$ cat src/rtl/wb_reorder.sv
// Writeback reorder buffer: captures completed descriptors by ROB slot and
// retires them strictly in allocation order through a registered valid/ready port.

module wb_rob_slot #(
  parameter int W = 1
) (
  input  logic         clk,
  input  logic         rst,
  input  logic         wr,
  input  logic         clr,
  input  logic [W-1:0] wr_data,
  output logic         done,
  output logic [W-1:0] data
);

  // wr only fires on a non-done slot and clr only on a done one, so they never collide
  always_ff @(posedge clk or posedge rst) begin
    if (rst) begin
      done <= 1'b0;
      data <= '0;
    end else begin
      if (clr)     done <= 1'b0;
      else if (wr) done <= 1'b1;
      if (wr) data <= wr_data;
    end
  end

endmodule

module wb_reorder #(
  parameter int info_length    = 20,
  parameter int order_id       = 3,
  parameter int register_num   = 32,
  parameter int register_width = $clog2(register_num),
  parameter int rob_num        = 16,
  parameter int rob_width      = $clog2(rob_num)
) (
  input  logic                      clk,
  input  logic                      rst,
  output logic                      wb_busy,
  input  logic                      reg0_ex_valid,
  input  logic                      reg0_ex_en,
  input  logic [info_length-1:0]    reg0_ex_info,
  input  logic [order_id-1:0]       reg0_ex_id,
  input  logic                      reg0_ex_so,
  input  logic [register_width-1:0] reg0_ex_data_entry,
  input  logic [rob_width-1:0]      reg0_ex_rob_entry,
  output logic                      wb_out_valid,
  input  logic                      wb_out_ready,
  output logic                      wb_out_en,
  output logic [info_length-1:0]    wb_out_info,
  output logic [order_id-1:0]       wb_out_id,
  output logic                      wb_out_so,
  output logic [register_width-1:0] wb_out_data_entry,
  output logic [rob_width-1:0]      wb_out_rob_entry,
  output logic                      rob_free_valid,
  output logic [rob_width-1:0]      rob_free_entry,
  output logic                      reg_free_valid,
  output logic [register_width-1:0] reg_free_entry,
  output logic                      err_dup
);

  typedef struct packed {
    logic                      en;
    logic [info_length-1:0]    info;
    logic [order_id-1:0]       id;
    logic                      so;
    logic [register_width-1:0] data_entry;
  } desc_t;

  localparam int DW = $bits(desc_t);
  localparam logic [rob_width:0]   ROB_LIM   = (rob_width+1)'(rob_num);
  localparam logic [rob_width-1:0] HEAD_LAST = rob_width'(rob_num - 1);

  logic [rob_num-1:0]          done, slot_wr, slot_clr;
  logic [rob_num-1:0][DW-1:0]  slot_q;
  logic [rob_width-1:0]        head;
  desc_t                       wr_desc, out_q;
  logic                        in_range, wr_ok, out_free, retire, accept;

  assign wr_desc  = '{en: reg0_ex_en, info: reg0_ex_info, id: reg0_ex_id,
                      so: reg0_ex_so, data_entry: reg0_ex_data_entry};
  assign in_range = {1'b0, reg0_ex_rob_entry} < ROB_LIM;
  assign wr_ok    = reg0_ex_valid && in_range && !done[reg0_ex_rob_entry];
  assign out_free = !wb_out_valid || wb_out_ready;
  // done[head] is the registered bit, so a same-cycle write to head is not bypassed
  assign retire   = done[head] && out_free;
  assign accept   = wb_out_valid && wb_out_ready;
  assign wb_busy  = wb_out_valid && !wb_out_ready;

  for (genvar g = 0; g < rob_num; g++) begin : g_slot
    assign slot_wr[g]  = wr_ok && (reg0_ex_rob_entry == rob_width'(g));
    assign slot_clr[g] = retire && (head == rob_width'(g));
    wb_rob_slot #(.W(DW)) u_slot (
      .clk     (clk),
      .rst     (rst),
      .wr      (slot_wr[g]),
      .clr     (slot_clr[g]),
      .wr_data (wr_desc),
      .done    (done[g]),
      .data    (slot_q[g])
    );
  end

  always_ff @(posedge clk or posedge rst) begin
    if (rst) begin
      head             <= '0;
      wb_out_valid     <= 1'b0;
      out_q            <= '0;
      wb_out_rob_entry <= '0;
      rob_free_valid   <= 1'b0;
      rob_free_entry   <= '0;
      reg_free_valid   <= 1'b0;
      reg_free_entry   <= '0;
      err_dup          <= 1'b0;
    end else begin
      rob_free_valid <= retire;
      reg_free_valid <= accept;
      if (reg0_ex_valid && !wr_ok) err_dup <= 1'b1;
      if (accept) reg_free_entry <= out_q.data_entry;
      if (retire) begin
        wb_out_valid     <= 1'b1;
        out_q            <= desc_t'(slot_q[head]);
        wb_out_rob_entry <= head;
        rob_free_entry   <= head;
        head             <= (head == HEAD_LAST) ? '0 : head + 1'b1;
      end else if (accept) begin
        wb_out_valid <= 1'b0;
      end
    end
  end

  assign wb_out_en         = out_q.en;
  assign wb_out_info       = out_q.info;
  assign wb_out_id         = out_q.id;
  assign wb_out_so         = out_q.so;
  assign wb_out_data_entry = out_q.data_entry;

endmodule

$ cat config.mk
export PLATFORM = sky130hd
export DESIGN_NAME = wb_reorder
export DESIGN_NICKNAME = d
export VERILOG_FILES = /design/src/rtl/wb_reorder.sv
export SDC_FILE = /design/constraint.sdc
export NUM_CORES = 1
export LEC_CHECK = 0
export CAP_MARGIN = 20
export CORE_ASPECT_RATIO = 1.75
export CORE_MARGIN = 4
export CORE_UTILIZATION = 40
export DETAILED_ROUTE_END_ITERATION = 10
export PLACE_DENSITY = 0.56
export SLEW_MARGIN = 0
export SYNTH_ARGS = -nofsm -noshare
export SYNTH_HDL_FRONTEND = slang
export SYNTH_HIERARCHICAL = 1
export SYNTH_SLANG_ARGS = --single-unit
$ cat constraint.sdc
create_clock -name clk -period 2.8 [get_ports clk]
set_input_delay 0.28 -clock clk [delete_from_list [all_inputs] [get_ports clk]]
set_output_delay 0.28 -clock clk [all_outputs]
set_load 0.005 [all_outputs]
# Word level (Yosys, flattened, before mapping)
# Cells that the tools add are included.
op_classes:
  add_sub_neg: 1
  n_mul: 0
  div_mod_pow: 0
  n_lt_le_gt_ge: 2
  eq_ne: 30
  n_shift: 0
  muxes: 41
  n_bitwise: 0
  reduce_logical: 61
op_table:
  columns: ["operator", "n"]
  rows:
  - ["binary-select mux 30 bit (select 4 bit)", 1]
  - ["equality test 4 bit, second input constant", 16]
  - ["logical AND 1 bit", 37]
  - ["2-to-1 mux 1 bit", 36]
  - ["nonzero test 2 bit", 17]
  - ["equality test 4 x 3 -> 1 bit, second input constant", 8]
  - ["2-to-1 mux 30 bit", 1]
  - ["equality test 4 x 2 -> 1 bit, second input constant", 4]
  - ["less-than comparator 4 x 5 -> 1 bit, second input constant", 2]
  - ["binary-select mux 1 bit (select 4 bit)", 2]
  - ["equality test 4 x 1 -> 1 bit, second input constant", 2]
  - ["zero test 4 bit", 2]
  - ["adder 4 x 1 -> 4 bit, second input constant", 1]
  - ["zero test 1 bit", 4]
  - ["2-to-1 mux 4 bit", 1]
  - ["logical OR 1 bit", 1]
word_totals:
  register_bits: 543
  latchBits: 0
  mem_bits_rw: 0
  mem_bits_ro: 0
  input_bits: 38
  output_inout_bits: 48
  memories: 0

# Logic depth before layout (Yosys ltp)
# Gate-level depths: netlist (run 1).
depth:
  ltp_word: 7
  ltp_mapped: 9

# Cells and area by module
# The synthesis (run 1) kept the hierarchy.
by_module_without_submodules:
  columns: ["module", "n_inst", "cells_each", "area_each_um2"]
  rows:
  - ["wb_rob_slot", 16, 66, 1161.1]
  - ["wb_reorder", 1, 457, 5999.5]

# Worst setup path before layout (run 1)
# Ideal clock, no wire load.
synth_path:
  path_kind: "input-to-reg"
  start: "input reg0_ex_rob_entry[0]"
  end: "register g_slot[8].u_slot.data[0]"
  setup_ps: 125
  t_arrival_ps: 2556
  required_ps: 2675
  path_slack_ps: 119
  stages: 6
  cell_sequence: "clkbuf_1 -> mux4_2 -> or3b_1 -> nor3_1 -> buf_6 -> mux2_2"
synth_via:
  elab_chain_len: 5
  word_cells_on_any_way: 6
  cone_classes: "eq/ne: 1; mux: 2; reduce/logical: 3"
synth_rtl:
  columns: ["item", "line_no", "text"]
  rows:
  - ["from (decl)", "47", "input logic [rob_width-1:0] reg0_ex_rob_entry,"]
  - ["binary-select mux 1 bit (select 4 bit)", "84", "assign wr_ok = reg0_ex_valid && in_range && !done[reg0_ex_rob_entry];"]
  - ["2-to-1 mux 1 bit (not written as such)", "84", null]
  - ["zero test 1 bit", "84", null]
  - ["logical AND 1 bit", "84", null]
  - ["logical AND 1 bit *", "92", "assign slot_wr[g] = wr_ok && (reg0_ex_rob_entry == rob_width'(g));"]
  - ["named net slot_wr[8]", "75", "logic [rob_num-1:0] done, slot_wr, slot_clr;"]
  - ["to (signal assigned)", "24", "if (wr) data <= wr_data;"]
  - ["to (decl)", "13", "output logic [W-1:0] data"]
# Mark *: on every way through the listed nets, which the timed path passes. The rest lies on a longest branch. The select of a mux whose other input is x is not followed.
# A chain may end at the register's enable or synchronous reset.

# Worst setup path in the final report (run 1)
layout_path:
  start: "register head[1]"
  end: "register out_q, in the netlist wb_out_info[19]"
layout_via:
  elab_chain_len: 3
  word_cells_on_any_way: 5
  cone_classes: "mux: 4; reduce/logical: 1"
layout_rtl:
  columns: ["item", "line_no", "text"]
  rows:
  - ["from (decl)", "77", "logic [rob_width-1:0] head;"]
  - ["from (signal assigned)", "126", "head <= (head == HEAD_LAST) ? '0 : head + 1'b1;"]
  - ["binary-select mux 1 bit (select 4 bit)", "87", "assign retire = done[head] && out_free;"]
  - ["2-to-1 mux 1 bit (not written as such)", "87", null]
  - ["logical AND 1 bit", "87", null]
  - ["to (signal assigned)", "123", "out_q <= desc_t'(slot_q[head]);"]
  - ["to (decl)", "78", "desc_t wr_desc, out_q;"]
# Parallel ways exist; a longest one is shown, timed or not. The select of a mux whose other input is x is not followed.

==> results.md, run 1 <==
* WP data required at roughly 3300 ps
* Worst hold path type: input port to async pin
* Cell area after synthesis at 0.0246 mm2
* CTS tree: done
* Final setup viols at 0
* CTS resizes at 0
* Worst setup SP type: flip-flop
* Mux cell area share after synthesis at ~36%
* Max Cap Violations at 0
* Clock power frac at 21.4%
* Peak supply drop at 0.958 mV
* Hold-fix buffers, CTS at 0
* CP Cell Sequence: mux2_4 > mux4_2 > nor2b_4 > or2_2 > buf_12 > mux2_1
* Placed cell areas at 0.0270 mm2
* Skew-Pair Late Insertion Delay at 600 ps
* #FFs+latches synth at 543
* Fin area at 0.0286 mm2
* Root Buffer: clkbuf_16
* Core box area at 0.0611 mm2
* Overall Power at 0.0325 W
* Worst-path clk slew at 70 ps
* RSZ-0062 raised after global routing: false
* Vias/cell at 5.62
* Leakage at 12.3 nW
* Internal power at 0.0224 W
* TritonCTS buffer count at 52
* Total net switching power at 0.0101 W
* Most frequent cells in the layout: dfrtp_1, mux2_2, mux4_2, clkdlybuf4s50_1, a22oi_1
* Largest net degree at the start of global routing at 76
* Die Width at 195 um
* Row cnt at 120
* Post-synthesis sequential area ratio at 55.3%
* Gate count of the mapped netlist at 1513
* Pwr/cell area at 1130 mW/mm2
* Slowest cell on crit path: dfrtp_4
* CTS Buffer Depth at 3
* Relative slew margins at 37.4%
* Post-DRT Antenna Nets at 0
* Library cells used by synthesis at 37
* # H-tree levels at 2
* Crit-path max cell delay at 550 ps
* Post-Synth Simple-Gate Area at under 10%
* XOR/XNOR Fraction of Synth Area at 0%
* TritonRoute pass-1 iters at 4
* Initial DRC count at a little under 700
* Fmax at 392 MHz
* Commonest non-fill, non-tap cell in the layout: dfrtp_1
* Remaining DRCs at 0
* Hpwl dp at 44400 um
* CTS sink count at 543
* Critical path buffers and inverters at 1
* Share of cells above drive strength 1 at 51.9%
* Area share of fa/ha/maj cells after synthesis at 0.204%
* Synth Net Count at 1555
* Status: finished clean
* GR Util All Layers at 21.5%
* GPL Wtd Cong at 0.774
* Combinational share of power at around two fifths
* First-pass GRT wire length at 106000 um
* Largest family of logic cells by synthesized area: multiplexers
* CP Class: flip-flop to flip-flop
* Compound-Gate Fraction of Synth Area at 2.81%
* Initial antenna violation count at 2
* Total Nets Final at 1687
* Critical-path maximum fanout at 17
* Layout Skew at between 20 and 25 ps
* Final min period at between 2000 and 3000 ps
* Setup Buffers After CTS at 0
* Top Family by Delay on Critical Path: multiplexers
* Ys Warns at 6
* I/O pins at 86
* Die height at ~340 um
* Sw Ratio at 31.0%
* Least-Margin Pin Slew at 939 ps
* Final period util at between 90% and 100%
* Area delta synth->final at 16.4%
* Vias at 13900
* WP data arrival at just over 3000 ps
* Count of pins over their slew limit at 0
* Wire per inst at between 20 and 30 um
* Final wirelength at slightly below 70000 um
* Vias in the first global route at 15900
* Average size of a mapped cell at 16.2 um2
* Starting density of the core at between 40% and 50%
* Flop pwr share at 40.2%
* Die ar. at ~0.066 mm2
* Endpoint class of the critical path: flip-flop
* PortBufs at 85
* Hold Fails Final Rpt at 0
* GR Overflow Total at 0
[worst register-to-register path, delay by kind of cell (launching register included)]
family / cells / cell delay, ps
buffers and inverters: 1 / 190
DFF: 1 / 550
muxes: 3 / 1190
and+or+nand+nor: 2 / 500
[final cells by class]
cell class | count | area (um2)
Antenna cell | 1 | 2.50
Sequential cell | 543 | 13600
Multi-Input combinational cell | 845 | 10200
Clock buffer | 78 | 1540
Tap cell | 793 | 992
Timing Repair Buffer | 181 | 2070
Inverter | 22 | 82.6
Clock inverter | 13 | 106
Fill cell | 5267 | 32500
[metrics by stage]
step	util [%]	cells	hold slack (ps)	worst slack [ps]	setup TNS, ps
2_1_floorplan	-	1513	384	119	0
3_3_place_gp	44.1	2384	483	-233	-66070
3_5_place_dp	44.1	2384	475	-212	-57320
4_1_cts	46.8	2475	124	230	0
5_1_grt	46.8	2475	143	188	0
6_report	46.8	2476	160	248	0
[state kept, by name (all words and copies together), names as in the netlist, 3 cells and up]
signal,cells
g_slot.u_slot/data,480
g_slot.u_slot/done,16
head,4
reg_free_entry,5
rob_free_entry,4
wb_out_data_entry,5
wb_out_id,3
wb_out_info,20
[metal layers]
metal  routed length, um  global-route usage [%]  vias up
met2               36800                    38.8      278
met4                3100                    8.73        0
met5                   0                       0        -
li1                    -                       -     5892
met1               27500                    26.1     7614
met3                2000                    2.40      122
[worst paths after layout]
kind / slack [ps] / startpoint / end / cells past startpoint
setup / recovery: 250 / head[1] / wb_out_info[19] / 6
hold / removal: 160 / rst / g_slot[7].u_slot/data[15] / 3
setup reg to reg: 250 / head[1] / wb_out_info[19] / 6
hold reg to reg: 490 / wb_out_info[19] / wb_out_info[19] / 1
max in group asynchronous: 1990 / rst / g_slot[13].u_slot/data[8] / 4
min in group clk: 330 / reg0_ex_rob_entry[2] / err_dup / 3
[synthesized netlist by cell type, drive strengths merged]
master	instances	area, um2
and2	9	56.3
clkbuf	31	116
a21o	1	7.51
nor4	1	6.26
o21ba	16	160
mux2i	6	60.1
and3	8	50.1
nor2	21	78.8
ha	4	50.1
a22o	1	8.76
a31oi	1	6.26
or3b	2	17.5
nor2b	6	45.0
nand2	37	139
or3	2	12.5
o21bai	1	7.51
mux2	522	5990
a32o	1	10.0
dfrtp	543	13600
inv	22	82.6
or2	1	6.26
mux4	125	2820
o21ai	5	25.0
buf	72	698
o211ai	1	7.51
a22oi	61	458
nand2b	4	25.0
and4	1	8.76
nor3	5	25.0
nand3	3	15.0
[logic make-up after synthesis]
logic type               Yosys count
buffers and inverters            125
multiplexers                     653
AO/OA/AOI/OAI                     88
flip-flops                       543
adder cells (fa/ha/maj)            4
AND/OR/NAND/NOR                  100
[power groups by stage]
stage / Sequential [W] / Clock [W] / Combinational (W)
floorplan: 0.0125 / 0 / 0.00894
global placement: 0.0129 / 0 / 0.0125
detailed placement: 0.0132 / 0 / 0.0127
CTS: 0.0130 / 0.00716 / 0.0127
global route: 0.0134 / 0.00743 / 0.0134
finish: 0.0130 / 0.00694 / 0.0125
No activity file was read; power rests on OpenSTA's default activity.
==> inputs of run 2 (changes only) <==
--- a/config.mk
+++ b/config.mk
@@ -11,6 +11,7 @@
 export CORE_UTILIZATION = 40
 export DETAILED_ROUTE_END_ITERATION = 10
 export PLACE_DENSITY = 0.56
+export RECOVER_POWER = 100
 export SLEW_MARGIN = 0
 export SYNTH_ARGS = -nofsm -noshare
 export SYNTH_HDL_FRONTEND = slang
==> run 2 against run 1 <==
The flow now finishes with violations (capacitance limit, slew limit). Sequential cell count did not move. Largest cell class unchanged. Clock skew increased by 1.4 ps. Count of clock-buffer cells in the layout unchanged. Routed wire length up 0.29%.
==> results.md, run 2 (same netlist as run 1, synthesis figures left out) <==
* Post-DRT Antenna Nets at 0 (unchanged)
* CTS resizes at 0 (unchanged)
* Register name with the most flops: g_slot.u_slot/data
* PortBufs at 85 (unchanged)
* CTS tree: done
* Hold Fails Final Rpt at 0 (unchanged)
* Area delta synth->final at 14.6%
* Largest register FFs at 480 (unchanged)
* Hpwl dp at 44400 um (unchanged)
* Endpoint class of the critical path: flip-flop
* Reg2Reg Setup Slack at 170 ps (-80 ps)
* Placed Instances at 2384 (unchanged)
* Most frequent cells in the layout: dfrtp_1, mux2_2, mux4_2, a22oi_1, clkbuf_16
* WP data required at 3270 ps (about the same)
* WP data arrival at 3100 ps (+80 ps)
* Worst r2r src: head[1]
* Count of pins over their slew limit at 59 (+59)
* Vias at 14000 (+0.41%)
* Starting density of the core at 40.2% (unchanged)
* Dpl ws at -212 ps (unchanged)
* Commonest non-fill, non-tap cell in the layout: dfrtp_1
* Setup Buffers After CTS at 0 (unchanged)
* Largest net degree at the start of global routing at 76 (unchanged)
* First-pass GRT wire length at 106000 um (unchanged)
* Peak supply drop at 0.856 mV (-11%)
* Pwr/cell area at 1130 mW/mm2 (-0.46%)
* CP Cell Sequence: mux2_1 > mux4_2 > nor2b_1 > or2_2 > buf_12 > mux2_1
* RR Endpoint: wb_out_id[2]
* Share of cells above drive strength 1 at 47.1% (-4.8 points)
* Die height at 336 um (unchanged)
* Skew-Pair Late Insertion Delay at 600 ps (about the same)
* # H-tree levels at 2 (unchanged)
* Final min period at 2630 ps (+78.7 ps)
* Status: complete, but fails checks
* Failing checks: capacitance limit, slew limit
* Initial antenna violation count at 2 (unchanged)
* I/O pins at 86 (unchanged)
* Min-delay src: reg0_ex_rob_entry[2]
* Crit path top cell by count: mux2_1
* Hold EP: err_dup
* CTS sink count at 543 (unchanged)
* Row cnt at 120 (unchanged)
* RSZ-0062 raised after global routing: false
* GPL Wtd Cong at 0.774 (unchanged)
* Wire per inst at 28.1 um (+0.29%)
* CP Class: flip-flop to flip-flop
* Relative slew margins at -13.8% (-51 points)
* TritonCTS buffer count at 52 (unchanged)
* Critical-path maximum fanout at 17 (unchanged)
* Slowest cell on crit path: dfrtp_4
* Core box area at 0.0611 mm2 (unchanged)
* Finished Core Util at 46.1% (-0.72 points)
* GR Util All Layers at 21.5% (unchanged)
* Final wirelength at 69600 um (+0.29%)
* Final period util at 94.0% (+2.8 points)
* Initial DRC count at 720 (+6.5%)
* Vias in the first global route at 15900 (unchanged)
* Vias/cell at 5.64 (+0.41%)
* Final setup viols at 0 (unchanged)
* Remaining DRCs at 0 (unchanged)
* Die ar. at 0.0656 mm2 (unchanged)
* Root Buffer: clkbuf_16
* Worst hold stages at 3
* Fmax at 380 MHz (-3.0%)
* Layout Skew at 25.4 ps (+1.42 ps)
* Worst hold path type: input port to flip-flop
* Post-route insts no fill at 2476 (unchanged)
* TritonRoute pass-1 iters at 5 (+1)
* Max Cap Violations at 3 (+3)
* Least-Margin Pin Slew at 1710 ps (+768 ps)
* Die Width at 195 um (unchanged)
* Worst-path clk slew at 70 ps (about the same)
* Final worst setup slack at 169 ps (-78.7 ps)
* CTS Buffer Depth at 3 (unchanged)
* Leakage at 12.1 nW (-1.4%)
* GR Overflow Total at 0 (unchanged)
* Total Nets Final at 1687 (unchanged)
* Crit-path max cell delay at 550 ps (about the same)
* FF-to-FF path depth at 6 (unchanged)
* Hold-fix buffers, CTS at 0 (unchanged)
* Worst setup SP type: flip-flop
## run 2: worst max-delay path by stage
stage / cells after the start / slack, ps / startpoint / to
after floorplan: 6 / 120 / reg0_ex_rob_entry[0] / g_slot[8].u_slot/data[0]
after detailed placement: 8 / -210 / reg0_ex_rob_entry[0] / g_slot[3].u_slot/data[16]
after CTS: 6 / 230 / head[1] / wb_out_info[19]
final: 6 / 170 / head[1] / wb_out_id[2]
after global placement: 8 / -230 / reg0_ex_rob_entry[0] / g_slot[3].u_slot/data[11]
after global routing: 6 / 110 / g_slot[12].u_slot/done / g_slot[15].u_slot/data[21]
## run 2: critical path, delay by kind of cell, from the launching register on
| family | cells | cell delay [ps] |
|---|---|---|
| and+or+nand+nor | 2 | 550 |
| DFF | 1 | 550 |
| muxes | 3 | 1220 |
| buffers and inverters | 1 | 180 |
## run 2: routing by layer
metal,track usage [%],wire (um)
met1,26.1,27600
met2,38.8,36900
met3,2.40,2020
met4,8.73,3090
met5,0,0
## run 2: cell type report
cell class,count,area (um2)
Antenna cell,1,2.50
Clock buffer,78,1540
Clock inverter,13,106
Fill cell,5344,32900
Inverter,22,82.6
Multi-Input combinational cell,845,10000
Sequential cell,543,13600
Tap cell,793,992
Timing Repair Buffer,181,1830
## run 2: power breakdown
part	switching (W)	internal (W)
combinational	0.00511	0.00675
sequential	0.00178	0.0112
clock	0.00306	0.00388
total	0.00995	0.0219
## run 2: stage by stage
step	total power, W	hold slack (ps)	TNS, ps	cell area, um2
detailed placement	0.0258	475	-57320	27000
floorplan	0.0214	384	0	24600
CTS	0.0329	124	0	28600
global placement	0.0254	483	-66070	27000
finish	0.0318	342	0	28200
global route	0.0336	360	0	28200
==> inputs of run 3 (changes only) <==
--- a/config.mk
+++ b/config.mk
@@ -6,7 +6,7 @@
 export NUM_CORES = 1
 export LEC_CHECK = 0
 export CAP_MARGIN = 20
-export CORE_ASPECT_RATIO = 1.75
+export CORE_ASPECT_RATIO = 0.6
 export CORE_MARGIN = 4
 export CORE_UTILIZATION = 40
 export DETAILED_ROUTE_END_ITERATION = 10
==> run 3 against run 2 <==
The flow still finishes with violations (capacitance limit, slew limit). Routed wire length rose by 2.2%. Power is 0.66% higher. Cell count increased by 1.4%. Die area about the same. Critical path depth grew 1. Via count up 1.4%. Clock power up 4.2%. Critical endpoint is now g_slot[13].u_slot/data[5]. Largest cell class unchanged. Largest power group unchanged.
==> results.md, run 3 (same netlist as run 1, synthesis figures left out) <==
* TritonRoute pass-1 iters at 5 (unchanged)
* Die height at 200 um (-40%)
* Die Width at 328 um (+68%)
* Crit-path max cell delay at 730 ps (+180 ps)
* Largest net degree at the start of global routing at 60 (-21%)
* Commonest non-fill, non-tap cell in the layout: dfrtp_1
* GR Util All Layers at 22.2% (+0.74 points)
* WP data required at 3290 ps (+20 ps)
* Root Buffer: clkbuf_16
* Remaining DRCs at 0 (unchanged)
* Worst r2r src: head[1]
* Largest register FFs at 480 (unchanged)
* GR Overflow Total at 0 (unchanged)
* Worst setup SP type: input port
* GPL Wtd Cong at 0.788 (+1.9%)
* RSZ-0062 raised after global routing: false
* CTS resizes at 0 (unchanged)
* Vias at 14200 (+1.4%)
* Skew-Pair Late Insertion Delay at 610 ps (about the same)
* Final wirelength at 71100 um (+2.2%)
* Top Family by Delay on Critical Path: buffers and inverters
* First-pass GRT wire length at 106000 um (+0.45%)
* Initial DRC count at 1046 (+45%)
* WP data arrival at 3160 ps (+60 ps)
* Max Cap Violations at 12 (+9)
* Pwr/cell area at 1130 mW/mm2 (about the same)
* Slowest cell on crit path: dlygate4sd3_1
* Post-DRT Antenna Nets at 0 (unchanged)
* Vias in the first global route at 15300 (-3.7%)
* Fmax at 374 MHz (-1.5%)
* Layout Skew at 14.9 ps (-10.5 ps)
* Critical path buffers and inverters at 3 (+2)
* Leakage at 12.2 nW (+1.0%)
* Critical-path maximum fanout at 7 (-10)
* Hold EP: err_dup
* Worst hold stages at 3 (unchanged)
* Failing checks: capacitance limit, slew limit
* Overall Power at 0.0320 W (+0.66%)
* Area delta synth->final at 15.4%
* Hold-fix buffers, CTS at 0 (unchanged)
* CP Class: input port to flip-flop
* Core box area at 0.0609 mm2 (-0.39%)
* PortBufs at 85 (unchanged)
* Worst hold path type: input port to flip-flop
* Initial antenna violation count at 5 (+3)
* Finished Core Util at 46.6% (+0.47 points)
* Relative slew margins at -32.7% (-19 points)
* Hpwl dp at 45000 um (+1.3%)
* Endpoint class of the critical path: flip-flop
* Hold Fails Final Rpt at 0 (unchanged)
* Most frequent cells in the layout: dfrtp_1, mux2_2, mux4_2, a22oi_1, clkbuf_16
* Final min period at 2670 ps (+39.2 ps)
* Die ar. at 0.0656 mm2 (about the same)
* Wire per inst at 28.3 um (+0.86%)
* I/O pins at 86 (unchanged)
* Setup Buffers After CTS at 0 (unchanged)
* Status: complete, but fails checks
* Starting density of the core at 40.4% (+0.16 points)
* Share of cells above drive strength 1 at 47.6% (+0.50 points)
* Count of pins over their slew limit at 265 (+350%)
* Least-Margin Pin Slew at 1990 ps (+285 ps)
* CP Cell Sequence: dlygate4sd3_1 > mux4_2 > or3b_1 > buf_4 > nor2_2 > clkbuf_1 > mux2_2
* TritonCTS buffer count at 53 (+1.9%)
* Final period util at 95.4% (+1.4 points)
* CTS Buffer Depth at 3 (unchanged)
* FF-to-FF path depth at 6 (unchanged)
* RR Endpoint: wb_out_info[8]
* Vias/cell at 5.64 (about the same)
* CTS sink count at 543 (unchanged)
* Peak supply drop at 0.565 mV (-34%)
* # H-tree levels at 2 (unchanged)
* Total Nets Final at 1684 (-0.18%)
* Reg2Reg Setup Slack at 190 ps (+20 ps)
* Row cnt at 70 (-42%)
* Worst-path clk slew at 60 ps (about the same)
* Min-delay src: reg0_ex_rob_entry[2]
* Register name with the most flops: g_slot.u_slot/data
* Final setup viols at 0 (unchanged)
* CTS tree: done
-- run 3: changes by cell type in the layout (fill, tap and decap cells not counted), sizes merged, moves of 3 or more --
cell,before,now
dlymetal6s4s,0,3
clkbuf,117,113
buf,57,53
inv,10,22
clkinv,22,8
-- run 3: worst reg2reg max path, cell delays in order, from the launching register on --
cell      delay [ps]
dfrtp_4          550
mux2_4           330
mux4_2           520
nor2b_4          170
or2_2            310
clkbuf_2         240
mux2_1           370
-- run 3: area by class of cell --
type | instances | area [um2]
Fill cell | 5302 | 32500
Sequential cell | 543 | 13600
Multi-Input combinational cell | 845 | 10100
Timing Repair Buffer | 177 | 1830
Clock buffer | 79 | 1570
Tap cell | 828 | 1040
Clock inverter | 13 | 153
Inverter | 22 | 82.6
Antenna cell | 3 | 7.51
-- run 3: how the worst max path moves through the flow --
| stage | start | end | slack (ps) | depth (start not counted) |
|---|---|---|---|---|
| final | reg0_ex_rob_entry[0] | g_slot[13].u_slot/data[5] | 130 | 7 |
| after detailed placement | reg0_ex_rob_entry[0] | g_slot[15].u_slot/data[15] | -230 | 7 |
| after global placement | reg0_ex_rob_entry[0] | g_slot[15].u_slot/data[25] | -190 | 7 |
| after global routing | rst | g_slot[15].u_slot/data[11] | 70 | 3 |
| after floorplan | reg0_ex_rob_entry[0] | g_slot[8].u_slot/data[0] | 120 | 6 |
| after CTS | head[1] | wb_out_info[17] | 240 | 6 |
-- run 3: report_power, final --
group          leakage, nW  internal [W]  total [W]  switching, W
sequential            6.78        0.0112     0.0130       0.00179
clock                0.849       0.00414    0.00723       0.00309
combinational         4.58       0.00659     0.0118       0.00518
-- run 3: layer usage --
layer  up-vias  share of wire, %  global-route usage (%)
met4         0               1.7                    4.89
li1       5900                 -                       -
met2       379                43                    32.6
met1      7803                49                    33.9
met5         -                 0                    2.10
met3        79               5.7                    4.47
-- run 3: stage by stage --
stage | setup TNS (ps) | hold slack, ps | instances | worst slack [ps] | cell area, um2
global placement | -73000 | 469 | 2415 | -195 | 27100
global route | 0 | 343 | 2509 | 67.4 | 28400
finish | 0 | 361 | 2510 | 130 | 28400
detailed placement | -88050 | 481 | 2415 | -232 | 27100
floorplan | 0 | 384 | 1513 | 119 | 24600
CTS | 0 | 326 | 2507 | 241 | 28800
